### src/rtl/systolic_feed_ctrl_pkg.sv
// Shared types and constants for the systolic array feed sequencer.
// Holds the FSM state encoding plus the default array and lane sizes.
package systolic_feed_ctrl_pkg;

  localparam int N_DEFAULT    = 4;
  localparam int LANE_WIDTH   = 8;
  localparam int FLUSH_CYCLES = 2 * N_DEFAULT;

  typedef enum logic [2:0] {
    ST_IDLE,
    ST_CLEAR,
    ST_FEED,
    ST_FLUSH,
    ST_DONE
  } state_t;

  // Cycles needed for the last skewed wavefront to cross an n x n grid.
  function automatic int flush_cycles(input int n);
    return 2 * n;
  endfunction

endpackage

### src/rtl/systolic_feed_ctrl_skew.sv
// Zero-reset shift register delaying one lane by DEPTH cycles.
// DEPTH=0 collapses to a wire so lane 0 needs no special case upstream.
module skew_delay_line
  import systolic_feed_ctrl_pkg::*;
#(
  parameter int DEPTH      = 1,
  parameter int DATA_WIDTH = LANE_WIDTH
) (
  input  logic                  clk,
  input  logic                  rst_n,
  input  logic [DATA_WIDTH-1:0] din,
  output logic [DATA_WIDTH-1:0] dout
);

  generate
    if (DEPTH == 0) begin : g_pass
      logic unused_ctrl;
      assign unused_ctrl = clk ^ rst_n;
      assign dout        = din;
    end else begin : g_shift
      logic [DATA_WIDTH-1:0] stage_reg [DEPTH];

      always_ff @(posedge clk) begin
        if (!rst_n) begin
          for (int si = 0; si < DEPTH; si++) stage_reg[si] <= '0;
        end else begin
          stage_reg[0] <= din;
          for (int si = 1; si < DEPTH; si++) stage_reg[si] <= stage_reg[si-1];
        end
      end

      assign dout = stage_reg[DEPTH-1];
    end
  endgenerate

endmodule

### src/rtl/systolic_feed_ctrl.sv
// Sequencer that clears, feeds and drains an N x N output-stationary systolic array.
// Operands are read K times, then skewed so lane i enters the grid i cycles late.
module systolic_feed_ctrl
  import systolic_feed_ctrl_pkg::*;
#(
  parameter int N          = N_DEFAULT,
  parameter int DATA_WIDTH = LANE_WIDTH,
  parameter int K_WIDTH    = 8
) (
  input  logic                    clk,
  input  logic                    rst_n,
  input  logic                    start,
  input  logic [K_WIDTH-1:0]      k_len,
  output logic                    busy,
  output logic                    done,
  output logic                    results_valid,
  output logic                    array_clr,
  output logic                    rd_en,
  output logic [K_WIDTH-1:0]      rd_addr,
  input  logic [N*DATA_WIDTH-1:0] a_rd_data,
  input  logic [N*DATA_WIDTH-1:0] b_rd_data,
  output logic [N*DATA_WIDTH-1:0] west_bus,
  output logic [N*DATA_WIDTH-1:0] north_bus
);

  localparam int FLUSH_LEN = flush_cycles(N);
  localparam int CNT_W     = $clog2(FLUSH_LEN) + 1;

  state_t             state_reg;
  logic [K_WIDTH-1:0] k_reg;
  logic [K_WIDTH-1:0] rd_addr_reg;
  logic [CNT_W-1:0]   flush_cnt_reg;
  logic               busy_reg;
  logic               done_reg;
  logic               results_valid_reg;
  logic               array_clr_reg;
  logic               rd_en_reg;

  always_ff @(posedge clk) begin
    if (!rst_n) begin
      state_reg         <= ST_IDLE;
      k_reg             <= '0;
      rd_addr_reg       <= '0;
      flush_cnt_reg     <= '0;
      busy_reg          <= 1'b0;
      done_reg          <= 1'b0;
      results_valid_reg <= 1'b0;
      array_clr_reg     <= 1'b0;
      rd_en_reg         <= 1'b0;
    end else begin
      done_reg      <= 1'b0;
      array_clr_reg <= 1'b0;
      case (state_reg)
        ST_IDLE: begin
          if (start) begin
            k_reg             <= k_len;
            results_valid_reg <= 1'b0;
            busy_reg          <= 1'b1;
            array_clr_reg     <= 1'b1;
            state_reg         <= ST_CLEAR;
          end
        end
        ST_CLEAR: begin
          if (k_reg == '0) begin
            flush_cnt_reg <= '0;
            state_reg     <= ST_FLUSH;
          end else begin
            rd_en_reg   <= 1'b1;
            rd_addr_reg <= '0;
            state_reg   <= ST_FEED;
          end
        end
        ST_FEED: begin
          // rd_addr stays at K-1 afterwards; the buffer ignores it while rd_en is low.
          if (rd_addr_reg == k_reg - K_WIDTH'(1)) begin
            rd_en_reg     <= 1'b0;
            flush_cnt_reg <= '0;
            state_reg     <= ST_FLUSH;
          end else begin
            rd_addr_reg <= rd_addr_reg + K_WIDTH'(1);
          end
        end
        ST_FLUSH: begin
          if (flush_cnt_reg == CNT_W'(FLUSH_LEN - 1)) begin
            done_reg          <= 1'b1;
            results_valid_reg <= 1'b1;
            state_reg         <= ST_DONE;
          end else begin
            flush_cnt_reg <= flush_cnt_reg + CNT_W'(1);
          end
        end
        ST_DONE: begin
          busy_reg  <= 1'b0;
          state_reg <= ST_IDLE;
        end
        default: state_reg <= ST_IDLE;
      endcase
    end
  end

  // Read data is valid one cycle after the strobe; non-valid cycles capture
  // zeros so the grid only ever sees bubbles outside the data window.
  logic                    valid_reg;
  logic [N*DATA_WIDTH-1:0] a_cap_reg;
  logic [N*DATA_WIDTH-1:0] b_cap_reg;

  always_ff @(posedge clk) begin
    if (!rst_n) begin
      valid_reg <= 1'b0;
      a_cap_reg <= '0;
      b_cap_reg <= '0;
    end else begin
      valid_reg <= rd_en_reg;
      a_cap_reg <= valid_reg ? a_rd_data : '0;
      b_cap_reg <= valid_reg ? b_rd_data : '0;
    end
  end

  genvar gi;
  generate
    for (gi = 0; gi < N; gi++) begin : g_lane
      skew_delay_line #(.DEPTH(gi), .DATA_WIDTH(DATA_WIDTH)) u_west (
        .clk   (clk),
        .rst_n (rst_n),
        .din   (a_cap_reg[gi*DATA_WIDTH +: DATA_WIDTH]),
        .dout  (west_bus[gi*DATA_WIDTH +: DATA_WIDTH])
      );
      skew_delay_line #(.DEPTH(gi), .DATA_WIDTH(DATA_WIDTH)) u_north (
        .clk   (clk),
        .rst_n (rst_n),
        .din   (b_cap_reg[gi*DATA_WIDTH +: DATA_WIDTH]),
        .dout  (north_bus[gi*DATA_WIDTH +: DATA_WIDTH])
      );
    end
  endgenerate

  assign busy          = busy_reg;
  assign done          = done_reg;
  assign results_valid = results_valid_reg;
  assign array_clr     = array_clr_reg;
  assign rd_en         = rd_en_reg;
  assign rd_addr       = rd_addr_reg;

endmodule
### config.mk
export PLATFORM = sky130hd
export DESIGN_NAME = systolic_feed_ctrl
export DESIGN_NICKNAME = d
export VERILOG_FILES = /design/src/rtl/systolic_feed_ctrl_pkg.sv /design/src/rtl/systolic_feed_ctrl_skew.sv /design/src/rtl/systolic_feed_ctrl.sv
export SDC_FILE = /design/constraint.sdc
export NUM_CORES = 1
export LEC_CHECK = 0
export CAP_MARGIN = 15
export CORE_UTILIZATION = 52
export DETAILED_ROUTE_END_ITERATION = 16
export PLACE_DENSITY = 0.93
export SLEW_MARGIN = 5
export SYNTH_ARGS = -nofsm -noshare
export SYNTH_HDL_FRONTEND = slang
export SYNTH_SLANG_ARGS = --single-unit
### constraint.sdc
create_clock -name clk -period 3.65 [get_ports clk]
set_clock_uncertainty 0.1 [all_clocks]
set_input_delay 0.73 -clock clk [delete_from_list [all_inputs] [get_ports clk]]
set_output_delay 0.73 -clock clk [all_outputs]
set_load 0.01 [all_outputs]
After elaboration in Yosys (flattened, before gate mapping)
Memory sizes are Yosys's and may differ from the RTL's.
Cells that the tools add are included.
{ "word_totals": {"elab_cells": 100, "input_bits": 75, "latch_bits": 0, "mem_count": 6, "mem_bits_rw": 96, "mem_bits_ro": 0, "register_bits": 93, "out_inout_bits": 77} }
{ "memory_table": {"columns": ["name", "depth", "width", "read_ports", "rd_clocked_by_memory_dff", "wr", "line_no", "rtl"], "rows": [
  ["g_lane[3].u_north.g_shift.stage_reg", 3, 8, 3, 0, 3, "systolic_feed_ctrl_skew.sv:21", "logic [DATA_WIDTH-1:0] stage_reg [DEPTH];"],
  ["g_lane[3].u_west.g_shift.stage_reg", 3, 8, 3, 0, 3, "systolic_feed_ctrl_skew.sv:21", null],
  ["g_lane[2].u_north.g_shift.stage_reg", 2, 8, 2, 0, 2, "systolic_feed_ctrl_skew.sv:21", null],
  ["g_lane[2].u_west.g_shift.stage_reg", 2, 8, 2, 0, 2, "systolic_feed_ctrl_skew.sv:21", null],
  ["g_lane[1].u_north.g_shift.stage_reg", 1, 8, 1, 0, 1, "systolic_feed_ctrl_skew.sv:21", null],
  ["g_lane[1].u_west.g_shift.stage_reg", 1, 8, 1, 0, 1, "systolic_feed_ctrl_skew.sv:21", null]
]} }
{ "op_classes": {"add_sub_neg": 3, "muxes": 38, "bitwise_logic": 10, "order_cmp": 0, "n_reduce_logical": 18, "n_mul": 0, "n_shift": 0, "n_div": 0, "eq_ne": 13} }
{ "ops": {"columns": ["cell", "n"], "rows": [
  ["$mux 8", 14],
  ["$pmux 8 s2", 1],
  ["$reduce_or 8->1", 2],
  ["$ne 2x2->1 const B", 7],
  ["$mux 1", 12],
  ["$mux 4", 3],
  ["$pmux 3 s4", 1],
  ["$pmux 4 s3", 1],
  ["$reduce_and 3->1", 4],
  ["$or 1x1->1", 10],
  ["$reduce_and 2->1", 5],
  ["$mux 3", 3],
  ["$add 8x1->8 const B", 1],
  ["$eq 8x8->1", 1],
  ["$logic_not 8->1", 1],
  ["$sub 8x1->8 const B", 1],
  ["$eq 3x2->1 const B", 2],
  ["$pmux 1 s2", 3],
  ["$reduce_bool 2->1", 3],
  ["$add 4x1->4 const B", 1],
  ["$eq 4x3->1 const B", 1],
  ["$reduce_and 4->1", 1],
  ["$eq 3x1->1 const B", 1],
  ["$eq 3x3->1 const B", 1],
  ["2 further kinds", 2]
]} }

Logic depth before layout (Yosys ltp)
{ "logic_depth": {"depth_word": 4, "mapped_depth": 9, "ltp_nobuf": 8} }

By module
Synthesis repeated with hierarchy kept, for this count alone.
{ "hier_totals": {"cells_unflattened": 570, "area_unflattened_um2": 6316.1} }
{ "by_module_without_submodules": {"columns": ["module", "cells_per_inst", "seq_area_each_um2", "n_inst", "area_per_inst_um2"], "rows": [
  ["systolic_feed_ctrl", 324, 1861.8, 1, 3290.7],
  ["skew_delay_line (g_lane[3].u_north ...)", 58, 480.5, 2, 735.7],
  ["skew_delay_line (g_lane[2].u_north ...)", 41, 320.3, 2, 506.7],
  ["skew_delay_line (g_lane[1].u_north ...)", 16, 160.2, 2, 210.2],
  ["skew_delay_line (g_lane[0].u_north ...)", 8, 0.0, 2, 60.1]
]} }

Worst setup path after synthesis
No wires, ideal clock.
{ "synth_path": {"path_type": "register to register", "from": "reg k_reg[2]", "to": "reg flush_cnt_reg[2]", "t_arrival_ns": 2.229, "path_stages_with_launch": 8, "setup_slack_ns": 1.200, "setup_time_ns": 0.122, "synth_period_minus_slack_ns": 2.450, "required_time_ns": 3.428, "path_buffers": 1, "path_cell_list": "dfxtp_1 > or4_4 > or3_1 > a221oi_2 > and3_4 > buf_6 > nor2_4 > o311a_1"} }
{ "synth_via": {"elab_chain_len": 4, "word_cells_on_any_way": 6, "cone_classes": "1 x add/sub; 3 x eq/ne; 2 x reduce/logical"} }
{ "synth_rtl": {"columns": ["element", "line_no", "rtl"], "rows": [
  ["from (decl)", "systolic_feed_ctrl.sv:30", "logic [K_WIDTH-1:0] k_reg;"],
  ["from (signal assigned)", "systolic_feed_ctrl.sv:56", "k_reg <= k_len;"],
  ["$sub 8x1->8", "systolic_feed_ctrl.sv:75", "if (rd_addr_reg == k_reg - K_WIDTH'(1)) begin"],
  ["$eq 8x8->1", "systolic_feed_ctrl.sv:75", null],
  ["$ne 2x2->1 (no line)", null, null],
  ["$reduce_and 4->1 (no line) (*)", null, null],
  ["to (signal assigned)", "systolic_feed_ctrl.sv:89", "flush_cnt_reg <= flush_cnt_reg + CNT_W'(1);"],
  ["to (decl)", "systolic_feed_ctrl.sv:32", "logic [CNT_W-1:0] flush_cnt_reg;"]
]} }
Every way passes the cells marked *; elsewhere a longest branch is shown, timed or not.
A chain may end at the register's enable or synchronous reset.

Worst setup path in the final report
Same ends and word-level chain as after synthesis.

==> results.md <==
- Yosys warnings: 0
- Cell variety after synth: 48
- Vias: 4100
- Top-area cell type share of the netlist area: slightly above 60%
- Worst-path cell chain: or4_4 -> or3_1 -> a221oi_2 -> and3_4 -> nor2_4 -> o311a_1
- Placement Rows: 39
- Clock Latency Late Sink: roughly 0.42 ns
- DRT antenna net count: 0
- Worst R2R Start: k_reg[2]
- H-tree depth: 4
- GPL Wtd Cong: 0.815
- Worst Min Path Start: g_lane[2].u_north.g_shift.stage_reg[0][0]
- Hpwl dp: 7.78 mm
- Tmin final: roughly 2.6 ns
- Setup crit end kind: flip-flop
- Sequential cell area fraction in the yosys report: 60.9%
- CTS buffer count: 17
- CP startpoint kind: flip-flop
- WS Path Type: flip-flop to flip-flop
- Hold path depth: 1
- Root Buffer: clkbuf_16
- Synth area leaders: dfxtp_1 61%, and2_1 10%, and3_1 7.0%
- Initial antenna violation count: 0
- Worst EP arrival: 2.77 ns
- Cts hold-fix bufs: 0
- FF-to-FF path depth: 6
- Leakage: about 3.4 nW
- Syn_area_per_cell: between 10 and 15 um^2
- Core area: between 10000 and 15000 um^2
- Asr flop ratio synth: 0%
- Largest net degree at the start of global routing: roughly 130
- Resize count post-CTS: 0
- Ports: about 150
- Initial cell density of the core: a little over half
- Die width: 111 um
- Worst-margin pin slew: between 0.7 and 0.8 ns
- Synth area leader: dfxtp_1
- Max-slew headroom: 52.0%
- First-pass GRT wire length: 19.5 mm
- Final net count: 750
- Ant diodes: 0
- Final hold violations: 0
- Total GRT Usage: about a fifth
- Crit path largest cell delay: roughly 0.57 ns
- DRT iter0 DRCs: between 200 and 250
- Die H: approximately 110 um
- Final Max Slew Viols: 0
- Die footprint: approximately 12000 um^2
- Setup_tns: 0 ns
- Final core utilization: 69.7%
- Vias in the first global route: 4176
- Critical R2R Capture: flush_cnt_reg[2]
- R2R Setup Slk: 1.09 ns
- Layout cells sized above 1: 6.14%
- Final critical-path share of the clock period: about 70%
- RSZ-0062 raised after global routing: false
- Synth-to-Final Area Change: 29.1%
- Avg Vias per Cell: between 4 and 5
- Port bufs: between 150 and 200
- Synth Instances: between 500 and 600
- Most common cell in the netlist: dfxtp_1
- DRC viols: 12
- Average wire per standard cell: approximately 14 um
- Hold Crit Class: flip-flop to flip-flop
- Status: complete, but fails checks
- CTS sink cnt: 189
- Top cells by count, synth: 189 x dfxtp_1, 100 x and2_1, 70 x and3_1, 48 x buf_4, 31 x clkbuf_1
- Fmax: just under 400 MHz
- CTS tree: done
- # Max-Cap Violations: 0
- Clock transition at path regs: around 0.070 ns
- Number of synthesized flops with an enable pin: 0
- Critical Path RT: about 3.9 ns
- CP max-delay cell: or4_4
- Most common flop cell mapped by yosys: dfxtp_1
- Setup-failing EPs final: 0
- WL final: 11.8 mm
- Hold Path End: g_lane[2].u_north.g_shift.stage_reg[0][8]
- Max Root-Sink Buffers: 2
- Crit path max fanout: 13
- Overflow after GRT: 0
- Failing checks: DRC
- Post-CTS setup buffer count: 0
- Power per cell area: about 520 nW/um^2
- Drt first pass iters: 10
- Worst vdd ir: 0.308 mV
- Synthesized flop and latch total: between 150 and 200
- Mapped Nets: about 660
- Post-Synthesis Cell Area: 6220 um^2
[worst max path at each step]
stage,to,slack (ns),startpoint
detailed placement,flush_cnt_reg[1],1.12,k_reg[2]
floorplan,flush_cnt_reg[2],1.20,k_reg[2]
CTS,flush_cnt_reg[1],1.11,k_reg[2]
global placement,flush_cnt_reg[2],1.19,k_reg[2]
global route,flush_cnt_reg[1],0.86,k_reg[2]
finish,flush_cnt_reg[2],1.09,k_reg[2]
[critical path: cells and delay by family, from the launching register on]
| family | cells | cell delay, ns |
|---|---|---|
| compound gates | 2 | 0.63 |
| flops | 1 | 0.37 |
| simple gates | 4 | 1.36 |
[cell type report]
class | count | area, um^2
Clock buffer | 21 | 470
Clock inverter | 11 | 103
Fill cell | 799 | 3490
Inverter | 5 | 18.8
Multi-Input combinational cell | 304 | 1930
Sequential cell | 189 | 3780
Tap cell | 143 | 179
Timing Repair Buffer | 154 | 1540
[cells in the final DEF (no fill, tap or decap), drive strengths merged, types with 2 or more instances in the layout]
cell type / instances
dfxtp: 189
clkdlybuf4s50: 150
and2: 100
and3: 71
nand2: 29
clkbuf: 21
inv: 11
a21oi: 10
a21boi: 10
nor2: 9
xor2: 6
o21ai: 6
nand3: 6
or4: 6
o31ai: 4
ha: 4
buf: 4
nand2b: 3
nor3: 3
or3: 3
mux2i: 3
nand4: 3
clkinv: 3
xnor2: 2
and4: 2
nor4: 2
o21bai: 2
nand3b: 2
clkinvlp: 2
[kinds of logic (layout without fill, tap and decap cells)]
group / count (synthesis) / in the layout / synth area share [%]
compound gates: 44 / 44 / 4.95
xor+xnor: 8 / 8 / 1.13
fa+ha+maj: 4 / 4 / 0.805
buf+inv: 85 / 191 / 8.15
flops: 189 / 189 / 60.9
mux: 3 / 3 / 0.483
simple gates: 245 / 245 / 23.6
[stage by stage]
stage	hold slack (ns)	std cells	power (mW)	setup WS (ns)	instance area [um^2]
finish	0.330	827	4.19	1.09	8020
global route	0.343	827	4.35	0.856	8020
CTS	0.332	827	4.22	1.11	8020
detailed placement	0.318	795	2.48	1.12	7450
global placement	0.314	795	2.47	1.19	7450
floorplan	0.312	578	2.34	1.20	6220
[layer usage]
| layer | global-route usage (%) | vias up | wire, um |
|---|---|---|---|
| li1 | - | 2047 | - |
| met1 | 21.1 | 1889 | 4580 |
| met2 | 36.5 | 133 | 6290 |
| met3 | 5.39 | 31 | 559 |
| met4 | 12.1 | 0 | 421 |
| met5 | 0 | - | 0 |
[where the power goes]
group	switching (mW)	internal, mW
Sequential	0.0355	2.10
Combinational	0.134	0.165
Clock	0.797	0.950
Note: power is estimated with default switching activity, not from simulation.
